**src/rtl/image_store_fanout_pkg.sv**
```systemverilog
// Shared definitions for the image_store_fanout video fan-out: entry layout, clog2 helper,
// and the packet-tracking state encoding used when IMAGE_STORE_FANOUT_MASK_EN is defined.
package image_store_pkg;

    localparam int DATA_LSB = 0;

    function automatic int clog2(input int value);
        int result;
        result = 0;
        for (int v = value - 1; v > 0; v = v >> 1) begin
            result++;
        end
        return result;
    endfunction

    // FIFO entry is {sop, eop, data}.
    function automatic int fifo_entry_w(input int data_width);
        return data_width + 2;
    endfunction

    function automatic int eop_bit(input int data_width);
        return data_width;
    endfunction

    function automatic int sop_bit(input int data_width);
        return data_width + 1;
    endfunction

    typedef enum logic {
        IDLE   = 1'b0,
        IN_PKT = 1'b1
    } pkt_state_e;

endpackage

```
**src/rtl/image_store_fanout_fifo.sv**
```systemverilog
// Single first-word-fall-through FIFO; one instance per fan-out output.
module image_store_fanout_fifo
    import image_store_pkg::*;
#(
    parameter int WIDTH = 12,
    parameter int DEPTH = 4
) (
    input  logic             clk,
    input  logic             rst_n,
    input  logic             push,
    input  logic [WIDTH-1:0] wr_data,
    input  logic             pop,
    output logic [WIDTH-1:0] rd_data,
    output logic             full,
    output logic             empty
);

    localparam int PTR_W = clog2(DEPTH);
    localparam int CNT_W = PTR_W + 1;

    logic [WIDTH-1:0] mem [DEPTH];
    logic [PTR_W-1:0] wr_ptr;
    logic [PTR_W-1:0] rd_ptr;
    logic [CNT_W-1:0] count;
    logic             do_push;
    logic             do_pop;

    assign full    = (count == CNT_W'(DEPTH));
    assign empty   = (count == '0);
    assign do_push = push & ~full;
    assign do_pop  = pop & ~empty;
    assign rd_data = mem[rd_ptr];

    // NOTE: sequential state uses non-blocking assignments so every register samples
    // pre-edge values, regardless of statement order.
    always_ff @(posedge clk or negedge rst_n) begin
        if (!rst_n) begin
            wr_ptr <= '0;
            rd_ptr <= '0;
            count  <= '0;
            // NOTE: storage is reset here so the fall-through outputs read 0 after reset;
            // a plain RAM would normally be left unreset.
            for (int i = 0; i < DEPTH; i++) begin
                mem[i] <= '0;
            end
        end else begin
            if (do_push) begin
                mem[wr_ptr] <= wr_data;
                wr_ptr      <= wr_ptr + PTR_W'(1);
            end
            if (do_pop) begin
                rd_ptr <= rd_ptr + PTR_W'(1);
            end
            case ({do_push, do_pop})
                2'b10:   count <= count + CNT_W'(1);
                2'b01:   count <= count - CNT_W'(1);
                default: count <= count;
            endcase
        end
    end

endmodule

```
**src/rtl/image_store_fanout.sv**
```systemverilog
// N-way Avalon-ST video fan-out with a private FWFT FIFO per output.
// Define IMAGE_STORE_FANOUT_MASK_EN to add per-packet output masking via dout_enable.
module image_store_fanout
    import image_store_pkg::*;
#(
    parameter int DATA_WIDTH = 10,
    parameter int NUM_OUT    = 2,
    parameter int FIFO_DEPTH = 4
) (
    input  logic                          clk,
    input  logic                          rst_n,
    input  logic [DATA_WIDTH-1:0]         din_data,
    input  logic                          din_valid,
    output logic                          din_ready,
    input  logic                          din_startofpacket,
    input  logic                          din_endofpacket,
`ifdef IMAGE_STORE_FANOUT_MASK_EN
    input  logic [NUM_OUT-1:0]            dout_enable,
`endif
    output logic [NUM_OUT*DATA_WIDTH-1:0] dout_data,
    output logic [NUM_OUT-1:0]            dout_valid,
    input  logic [NUM_OUT-1:0]            dout_ready,
    output logic [NUM_OUT-1:0]            dout_startofpacket,
    output logic [NUM_OUT-1:0]            dout_endofpacket
);

    localparam int ENTRY_W = fifo_entry_w(DATA_WIDTH);

    logic [NUM_OUT-1:0] part;
    logic [NUM_OUT-1:0] full;
    logic [NUM_OUT-1:0] push;
    logic               accept;
    logic [ENTRY_W-1:0] wr_entry;

`ifdef IMAGE_STORE_FANOUT_MASK_EN
    pkt_state_e         state;
    pkt_state_e         state_next;
    logic [NUM_OUT-1:0] mask_q;

    // A sop beat already steers by the new enable; it is qualified by sop alone so
    // din_ready stays independent of din_valid.
    assign part = din_startofpacket ? dout_enable : mask_q;

    always_ff @(posedge clk or negedge rst_n) begin
        if (!rst_n) begin
            state  <= IDLE;
            mask_q <= '1;
        end else begin
            state <= state_next;
            if (accept && din_startofpacket) begin
                mask_q <= dout_enable;
            end
        end
    end

    always_comb begin
        // NOTE: default first, so no path through the case leaves state_next unassigned
        // and no latch is inferred.
        state_next = state;
        case (state)
            IDLE:    if (accept && din_startofpacket && !din_endofpacket) state_next = IN_PKT;
            IN_PKT:  if (accept && din_endofpacket) state_next = IDLE;
            default: state_next = IDLE;
        endcase
    end
`else
    assign part = '1;
`endif

    // Only occupancy gates ready; a same-cycle pop on a full FIFO does not bypass it.
    assign din_ready = &(~part | ~full);
    assign accept    = din_valid & din_ready;
    assign push      = {NUM_OUT{accept}} & part;
    assign wr_entry  = {din_startofpacket, din_endofpacket, din_data};

    for (genvar i = 0; i < NUM_OUT; i++) begin : g_out
        logic [ENTRY_W-1:0] rd_entry;
        logic               empty;

        image_store_fanout_fifo #(
            .WIDTH (ENTRY_W),
            .DEPTH (FIFO_DEPTH)
        ) u_fifo (
            .clk     (clk),
            .rst_n   (rst_n),
            .push    (push[i]),
            .wr_data (wr_entry),
            .pop     (dout_valid[i] & dout_ready[i]),
            .rd_data (rd_entry),
            .full    (full[i]),
            .empty   (empty)
        );

        assign dout_valid[i]                            = ~empty;
        assign dout_data[i*DATA_WIDTH +: DATA_WIDTH]    = rd_entry[DATA_LSB +: DATA_WIDTH];
        assign dout_endofpacket[i]                      = rd_entry[eop_bit(DATA_WIDTH)];
        assign dout_startofpacket[i]                    = rd_entry[sop_bit(DATA_WIDTH)];
    end

endmodule

```
**config.mk**
```make
export PLATFORM = sky130hd
export DESIGN_NAME = image_store_fanout
export DESIGN_NICKNAME = d
export VERILOG_FILES = /design/src/rtl/image_store_fanout_pkg.sv /design/src/rtl/image_store_fanout_fifo.sv /design/src/rtl/image_store_fanout.sv
export SDC_FILE = /design/constraint.sdc
export NUM_CORES = 1
export LEC_CHECK = 0
export BUFFER_PORTS_ARGS = -buffer_cell sky130_fd_sc_hd__buf_2
export CAP_MARGIN = 20
export CORE_ASPECT_RATIO = 1.5
export CORE_MARGIN = 5
export CORE_UTILIZATION = 50
export DETAILED_ROUTE_END_ITERATION = 7
export PLACE_DENSITY = 0.69
export SLEW_MARGIN = 40
export SYNTH_ARGS = -nofsm -noshare
export SYNTH_HDL_FRONTEND = slang
export SYNTH_SLANG_ARGS = --single-unit
```
**constraint.sdc**
```tcl
create_clock -name clk -period 4.1 [get_ports clk]
set_input_delay 0.41 -clock clk [delete_from_list [all_inputs] [get_ports clk]]
set_output_delay 0.41 -clock clk [all_outputs]
set_load 0.05 [all_outputs]
```
==> results.cfg, run 1 <==
[status]
status = completed

[synthesis]
ys_ff_latch = 110
synthMuxAreaShare_pct = 33.2
synth_common_cells = dfrtp_1, mux2_2, mux4_2
syn_inst = 314
yosysTopAreaCellShare_pct = 55.3
ys_warn_count = 0
async_flop_share_pct = 100
yosys-top-cells-area = dfrtp_1, mux2_2, mux4_2
synth-simple-area-share_pct = 2.87
synth_compound_area_share_pct = 0.453
postSynthNetCount = 343
syn_area_mm2 = 0.00498
synth_top_family_by_area = multiplexers
synth-edff-count = 0
yosysSeqAreaShare_pct = 55.3
synth-adder-area-share_pct = 3.32
synth_flop_cell = dfrtp_1
synth-xor-area-share_pct = 2.11
yosysTopAreaCell = dfrtp_1
syn_avg_cell_area_um2 = 15.8
synth.most_common_cell = dfrtp_1
ys_types = 20

[flow_run]
max_cap_violations = 0

[route]
drc = 0
drt_wl_total_um = 9350
antenna_left = 0
drt_iter0_markers = 102
vias = 2708
first_pass_iters = 4
wire_per_inst_um = 19.6
via_per_inst = 5.67

[hold_path]
hold_path_class = input pin to async pin

[floorplan]
die_x_um = 91.5
initial_core_util_pct = 51.4
die_area_mm2 = 0.0121
io_pins = 44
coreArea_mm2 = 0.00969
rows = 44
die_y_um = 132

[layout]
layout-drive-gt1-share_pct = 54.0
seq_area_mm2 = 0.00276
multi_input_area_mm2 = 0.00218
final_nets = 388
fillers = 752
antenna_cells = 0
area_growth_pct = 14.1

[clocking]
post_cts_resized = 0
cts_buffer_depth = 2
cts-root-buf = clkbuf_16
postCtsSetupBuffers = 0
cts_sinks = 110
clk_latency_ns = 0.34
htreeDepth = 3
clkTransAtPathRegs_ns = 0.07
cts_buffers = 9
holdBufCountCts = 0
cts_tree = done

[critical_path]
cp_max_fo = 7
crit_path_max_incr_delay_ns = 0.45
cp-end-kind = flop
arrival_ns = 2.67
path_cells = nor3b_4 > buf_4 > nor3b_2 > inv_1 > ha_1 > inv_1 > fa_1 > xor2_1 > nor2_1 > xor2_1
start_kind = flop
path_class = flop to flop
required_ns = 4.37
critPathSlowestCell = dfrtp_1

[global_route]
grt_usage_pct = 17.0
gr-total-overflow = 0
grt_pass1_wl_um = 15900
grt_max_degree = 53
antenna_found_initial = 0
grt_pass1_vias = 3011

[sta]
worst_pin_slew_ns = 0.741
slew_headroom_pct = 50.5
tns_ns = 0
period_share_pct = 58.5
fmax_ghz = 0.417
rsz0062_at_grt = no
setup_violations = 0
slew_violations = 0
hold_viol = 0
layout_min_cycle_time_ns = 2.40
finalClockSkew_ns = 0.00714

[place]
place_congestion = 0.707
dp_hpwl_um = 6250
io_buffer_count = 43
[worst paths after layout]
path | endpoint | cells past startpoint | from | slack (ns)
worst min register to register | g_out[0].u_fifo.mem[23] | 1 | g_out[0].u_fifo.mem[23] | 0.50
worst max register to register | g_out[0].u_fifo.count[2] | 10 | g_out[1].u_fifo.count[0] | 1.70
worst max-delay path | g_out[0].u_fifo.count[2] | 10 | g_out[1].u_fifo.count[0] | 1.70
min in group clk | g_out[1].u_fifo.mem[45] | 2 | din_data[9] | 0.42
max in group asynchronous | g_out[0].u_fifo.rd_ptr[0] | 2 | rst_n | 3.03
worst min-delay path | g_out[1].u_fifo.mem[24] | 1 | rst_n | 0.02
[sequential cells by signal, summed over array words and instances (netlist names)]
register             count
g_out.u_fifo.wr_ptr      4
g_out.u_fifo.mem        96
g_out.u_fifo.count       6
g_out.u_fifo.rd_ptr      4
[cells in the final DEF (no fill, tap or decap)]
| master | synthesis | routed |
|---|---|---|
| dfrtp_1 | 110 | 108 |
| bufinv_16 | 0 | 1 |
| nand2_1 | 11 | 11 |
| nor3_2 | 0 | 2 |
| mux4_2 | 24 | 24 |
| clkbuf_8 | 0 | 1 |
| buf_6 | 0 | 1 |
| xnor2_1 | 6 | 6 |
| clkbuf_1 | 3 | 3 |
| nor2_1 | 3 | 3 |
| mux2i_1 | 1 | 1 |
| ha_1 | 10 | 10 |
| clkinv_2 | 0 | 1 |
| buf_2 | 2 | 42 |
| clkbuf_16 | 0 | 9 |
| nor3b_4 | 0 | 2 |
| buf_4 | 8 | 6 |
| or3_1 | 2 | 2 |
| xor2_1 | 6 | 6 |
| mux2_2 | 98 | 98 |
| o21ai_0 | 1 | 1 |
| fa_1 | 2 | 2 |
| nor3b_2 | 3 | 1 |
| dfrtp_2 | 0 | 2 |
| o31a_1 | 2 | 2 |
| nor3_4 | 0 | 6 |
| inv_1 | 12 | 12 |
[worst max-delay path, delay by kind of cell, from the launching register on]
family                     cells  cell delay (ns)
buffers and inverters          3             0.44
adders and majority gates      2             0.55
xor gates and xnor gates       2             0.30
DFF                            1             0.45
and+or+nand+nor                3             0.59
[cell type report]
cell class | count | share of cell area, %
clock buffers | 13 | 4.41
clock inverters | 2 | 0.617
well taps | 115 | 2.54
multi-input cells | 177 | 38.4
repair buffers | 49 | 4.70
inverters | 12 | 0.794
flip-flops and latches | 110 | 48.5
[per-stage QoR]
step / std cells / instance area [µm²] / hold WS, ns / worst slack, ns / util, %
final: 478 / 5680 / 0.0238 / 1.70 / 58.6
after global routing: 478 / 5680 / 0.0583 / 1.51 / 58.6
after CTS: 476 / 5660 / 0.0300 / 1.44 / 58.4
after detailed placement: 461 / 5370 / 0.395 / 1.45 / 55.4
after global placement: 461 / 5320 / 0.383 / 1.57 / 54.9
after floorplan: 314 / 4980 / 0.114 / 1.96 / -
[logic make-up (layout without fill, tap and decap cells)]
family | count (synthesis) | after routing
mux | 123 | 123
flops | 110 | 110
simple gates | 27 | 27
buf+inv | 27 | 76
fa+ha+maj | 12 | 12
xor+xnor | 12 | 12
compound gates | 3 | 3
[layer usage]
layer  track usage [%]  part of all wire, %  up-vias
li1                  -                    -     1216
met1              21.6                   41     1442
met2              28.0                   53       39
met3              3.43                  3.6       11
met4              7.10                  2.3        0
met5                 0                    0        -
Power of run 1 is left out: the tool's default activity adds up to more than one toggle a clock period on the data nets, which glitch-free logic cannot reach.
==> run 2, diff against run 1 <==
--- a/config.mk
+++ b/config.mk
@@ -5,6 +5,7 @@
 export SDC_FILE = /design/constraint.sdc
 export NUM_CORES = 1
 export LEC_CHECK = 0
+export ABC_AREA = 1
 export BUFFER_PORTS_ARGS = -buffer_cell sky130_fd_sc_hd__buf_2
 export CAP_MARGIN = 20
 export CORE_ASPECT_RATIO = 1.5
==> constraint.sdc (replaced) <==
create_clock -name clk -period 2.5 [get_ports clk]
set_input_delay 0.25 -clock clk [delete_from_list [all_inputs] [get_ports clk]]
set_output_delay 0.25 -clock clk [all_outputs]
set_load 0.05 [all_outputs]
==> run 2 against run 1 <==
Compared with the run above:
- synthesized cell count up 110%
- critical path type unchanged
- critical path depth down 1
- final cell count up 74%
- global-route usage up 6.3 points
- clock skew about the same
- count of clock-buffer cells in the layout down 2
- fmax up 11%
- hold slack better by 0.17 ns
- first-iteration DRC count rose to 3.0 times the previous value
- wire length up 50%
- register-to-register slack worse by 1.4 ns
==> results.cfg, run 2 <==
[clocking]
holdBufCountCts = 1
htreeDepth = 3
postCtsSetupBuffers = 0
post_cts_resized = 0
clk_latency_ns = 0.35
cts-root-buf = clkbuf_16
cts_buffers = 9
cts_buffer_depth = 2
cts_sinks = 110
clkTransAtPathRegs_ns = 0.07
cts_tree = done

[layout]
largest-register = g_out.u_fifo.mem
final_nets = 712
area_growth_pct = 12.4
fillers = 980
top_regs = g_out.u_fifo.mem x96, g_out.u_fifo.count x6
antenna_cells = 0
final_cell_area_mm2 = 0.00603
largest_reg_flops = 96
layout-drive-gt1-share_pct = 13.5
final_common_cell = nand2_1
layout_common_cells = nand2_1, dfrtp_1, nand3_1

[synthesis]
yosysTopAreaCellShare_pct = 51.3
syn_inst = 651
yosys-top-cells-area = dfrtp_1, nand2_1, nand3_1
syn_area_mm2 = 0.00537
postSynthNetCount = 680
async_flop_share_pct = 100
yosysTopAreaCell = dfrtp_1
synth.most_common_cell = nand2_1
ys_warn_count = 0
synth_common_cells = nand2_1, dfrtp_1, nand3_1
ys_types = 24
syn_avg_cell_area_um2 = 8.25
ys_ff_latch = 110
synth-edff-count = 0
yosysSeqAreaShare_pct = 51.3
synth_flop_cell = dfrtp_1

[place]
place_congestion = 0.831
dp_hpwl_um = 9200
io_buffer_count = 43
placedInstanceArea_mm2 = 0.00570

[global_route]
grt_max_degree = 57
gr-total-overflow = 0
grt_pass1_wl_um = 23300
antenna_found_initial = 0
grt_pass1_vias = 4578
grt_usage_pct = 23.3

[sta]
finalClockSkew_ns = 0.00664
timing.hold.ws_ns = 0.198
period_share_pct = 86.2
slew_violations = 0
rsz0062_at_grt = no
fmax_ghz = 0.464
slew_headroom_pct = 63.4
hold_viol = 0
tns_ns = 0
worst_pin_slew_ns = 0.549
layout_min_cycle_time_ns = 2.15
setup_violations = 0

[floorplan]
die_x_um = 94.6
coreArea_mm2 = 0.0105
die_area_mm2 = 0.0130
initial_core_util_pct = 51.0
rows = 46
die_y_um = 137
io_pins = 44

[critical_path]
cp-end-kind = flop
arrival_ns = 2.43
path_class = flop to flop
cp_max_fo = 11
reg2reg_slack_ns = 0.35
start_kind = flop
required_ns = 2.78

[route]
drt_iter0_markers = 302
first_pass_iters = 5
drc = 0
wire_per_inst_um = 16.9
vias = 4616
antenna_left = 0
via_per_inst = 5.55
drt_wl_total_um = 14100

[status]
status = completed

[flow_run]
max_cap_violations = 0

[hold_path]
hold_path_class = input pin to flop
-- run 2: cell count changes after synthesis, moves of 8 or more --
cell | before | now
buf_6 | 0 | 10
clkbuf_1 | 3 | 24
mux2_2 | 98 | 0
mux4_2 | 24 | 0
nand2_1 | 11 | 205
nand3_1 | 0 | 101
nand4_1 | 0 | 8
nor2_1 | 3 | 51
nor3_1 | 8 | 0
o21ai_0 | 1 | 52
o22ai_1 | 0 | 24
-- run 2: cell type report --
type	instances	area, µm²	area share (%)
Timing Repair Buffer	74	478	7.93
Inverter	20	75.1	1.24
Multi-Input combinational cell	468	2220	36.8
Clock inverter	5	82.6	1.37
Sequential cell	110	2750	45.6
Clock buffer	11	243	4.02
Tap cell	144	180	2.99
-- run 2: through the flow --
step                util (%)  worst slack [ns]  instances
finish                  57.3             0.345        832
global route            57.3             0.198        832
global placement        54.1             0.440        815
detailed placement      54.1             0.355        815
floorplan                  -             0.279        651
CTS                     57.3             0.338        832
-- run 2: critical path, stage by stage (launching register included) --
cell,delay (ns)
dfrtp_1,0.38
inv_1,0.13
nand3_2,0.22
nand3_1,0.22
ha_1,0.17
inv_1,0.07
fa_1,0.38
or2_2,0.30
nand2_1,0.08
xor2_1,0.13
-- run 2: cell families after synthesis --
logic type	after synthesis	share of synthesized area, %
AOI/OAI and AO/OA	79	7.93
xor gates and xnor gates	8	1.31
adders and majority gates	12	3.08
buffers and inverters	73	7.37
DFF	110	51.3
and+or+nand+nor	369	29.0
-- run 2: final timing paths --
check,startpoint,end,cells past startpoint
min in group asynchronous,rst_n,g_out[1].u_fifo.mem[0],2
min reg2reg,g_out[0].u_fifo.mem[35],g_out[0].u_fifo.mem[35],2
max in group asynchronous,rst_n,g_out[0].u_fifo.mem[40],3
min,dout_ready[1],g_out[1].u_fifo.rd_ptr[0],3
max reg2reg,g_out[1].u_fifo.count[1],g_out[1].u_fifo.count[2],9
max,g_out[1].u_fifo.count[1],g_out[1].u_fifo.count[2],9
-- run 2: routing by layer --
metal	GRT usage, %	vias to the layer above	part of all wire [%]
li1	-	2187	-
met2	40.1	167	52
met4	9.63	0	2.2
met1	29.5	2240	40
met3	2.81	22	6.0
met5	0	-	0
Power of run 2 is left out for the same reason.
==> run 3, diff against run 2 <==
--- a/config.mk
+++ b/config.mk
@@ -5,7 +5,7 @@
 export SDC_FILE = /design/constraint.sdc
 export NUM_CORES = 1
 export LEC_CHECK = 0
-export ABC_AREA = 1
+export ABC_AREA = 0
 export BUFFER_PORTS_ARGS = -buffer_cell sky130_fd_sc_hd__buf_2
 export CAP_MARGIN = 20
 export CORE_ASPECT_RATIO = 1.5
==> constraint.sdc (replaced) <==
create_clock -name clk -period 2.7 [get_ports clk]
set_input_delay 0.27 -clock clk [delete_from_list [all_inputs] [get_ports clk]]
set_output_delay 0.27 -clock clk [all_outputs]
set_load 0.05 [all_outputs]
==> run 3 against run 2 <==
Compared with the run above:
- register-to-register slack better by 0.29 ns
- cell area decreased by 5.2%
- sequential cell count unchanged
- worst setup slack better by 0.27 ns
- wire length shrank 34%
- count of clock-buffer cells in the layout increased by 1
- utilization up 1.8 points
- hold slack improved by 0.077 ns
- clock skew rose by 0.0035 ns
- die area fell by 6.7%
- non-clock buffer count shrank 16
==> results.cfg, run 3 (same netlist as run 1, synthesis figures left out) <==
[status]
status = completed

[global_route]
antenna_found_initial = 0
gr-total-overflow = 0
grt_pass1_vias = 3066
grt_pass1_wl_um = 15600
grt_max_degree = 63
grt_usage_pct = 16.5

[sta]
worst_pin_slew_ns = 0.628
fmax_ghz = 0.479
layout_min_cycle_time_ns = 2.09
period_share_pct = 77.3
tns_ns = 0
hold_viol = 0
slew_violations = 0
timing.hold.ws_ns = 0.275
slew_headroom_pct = 58.1
finalClockSkew_ns = 0.0101
setup_violations = 0
rsz0062_at_grt = no

[hold_path]
hold_depth = 2
holdCritStartpoint = din_endofpacket
hold_path_class = input pin to flop

[layout]
seq_area_mm2 = 0.00275
largest-register = g_out.u_fifo.mem
layout_common_cells = dfrtp_1, mux2_2, buf_2
area_growth_pct = 14.9
final_common_cell = dfrtp_1
layout.cells.non_filler = 488
layout-drive-gt1-share_pct = 55.0
top_regs = g_out.u_fifo.mem x96, g_out.u_fifo.count x6
fillers = 766
antenna_cells = 0
utilization_pct = 59.0
largest_reg_flops = 96
multi_input_area_mm2 = 0.00213
final_nets = 397

[critical_path]
required_ns = 2.43
cp-end-kind = output port
cp-endpoint = dout_data[5]
path_cells = buf_4 > mux4_2 > buf_2
reg2reg_slack_ns = 0.64
r2r_start = g_out[1].u_fifo.count[2]
timing.rr.end = g_out[0].u_fifo.count[1]
arrival_ns = 1.82
crit_path_max_incr_delay_ns = 0.56
start_kind = flop
critPathSlowestCell = mux4_2
cp_max_fo = 12
path_class = flop to output port
cp-startpoint = g_out[0].u_fifo.rd_ptr[0]
rr_worst_depth = 7

[route]
first_pass_iters = 4
via_per_inst = 5.58
drt_wl_total_um = 9220
vias = 2723
antenna_left = 0
drt_iter0_markers = 102
wire_per_inst_um = 18.9
drc = 0

[place]
dpl.cell_count = 471
dp_hpwl_um = 6270
io_buffer_count = 43
place_congestion = 0.692

[clocking]
cts-root-buf = clkbuf_16
post_cts_resized = 0
cts_tree = done
htreeDepth = 3
cts_sinks = 110
clk_latency_ns = 0.34
cts_buffers = 9
clkTransAtPathRegs_ns = 0.07
cts_buffer_depth = 2

[floorplan]
io_pins = 44
coreArea_mm2 = 0.00969
initial_core_util_pct = 51.4
die_area_mm2 = 0.0121
die_x_um = 91.5
die_y_um = 132
rows = 44

[flow_run]
max_cap_violations = 0
## run 3: worst max-delay path, delay by kind of cell (launching register included)
family / cells / cell delay [ns]
multiplexers: 1 / 0.56
buffers and inverters: 2 / 0.52
flip-flops: 1 / 0.39
## run 3: layout make-up
class | instances | area share (%)
clock buffers | 12 | 4.49
multi-input cells | 177 | 37.2
clock inverters | 4 | 0.788
inverters | 12 | 0.788
repair buffers | 58 | 6.04
flip-flops and latches | 110 | 48.1
well taps | 115 | 2.52
## run 3: worst min path at each step
| stage | endpoint | slack [ns] |
|---|---|---|
| floorplan | g_out[0].u_fifo.count[0] | -0.03 |
| global placement | g_out[1].u_fifo.mem[13] | 0.32 |
| detailed placement | g_out[1].u_fifo.mem[25] | 0.34 |
| CTS | g_out[0].u_fifo.mem[45] | 0.27 |
| global route | g_out[0].u_fifo.mem[21] | 0.29 |
| finish | g_out[1].u_fifo.mem[46] | 0.27 |
## run 3: through the flow
step	area (µm²)	setup WS, ns
after floorplan	4980	0.561
after global placement	5410	0.697
after detailed placement	5410	0.617
after CTS	5720	0.577
after global routing	5720	0.471
final	5720	0.613
## run 3: routing by layer
layer	up-vias	routed length, µm	part of all wire, %	global-route usage, %
li1	1240	-	-	-
met1	1434	3650	40	19.5
met2	39	5060	55	28.8
met3	10	380	4.1	4.05
met4	0	128	1.4	6.12
met5	-	0	0	0
## run 3: what timing repair did
action	CTS	global route
hold buffers	1	0
endpoints found under the hold margin	48	0
setup buffers	0	0
Power of run 3 is left out for the same reason.
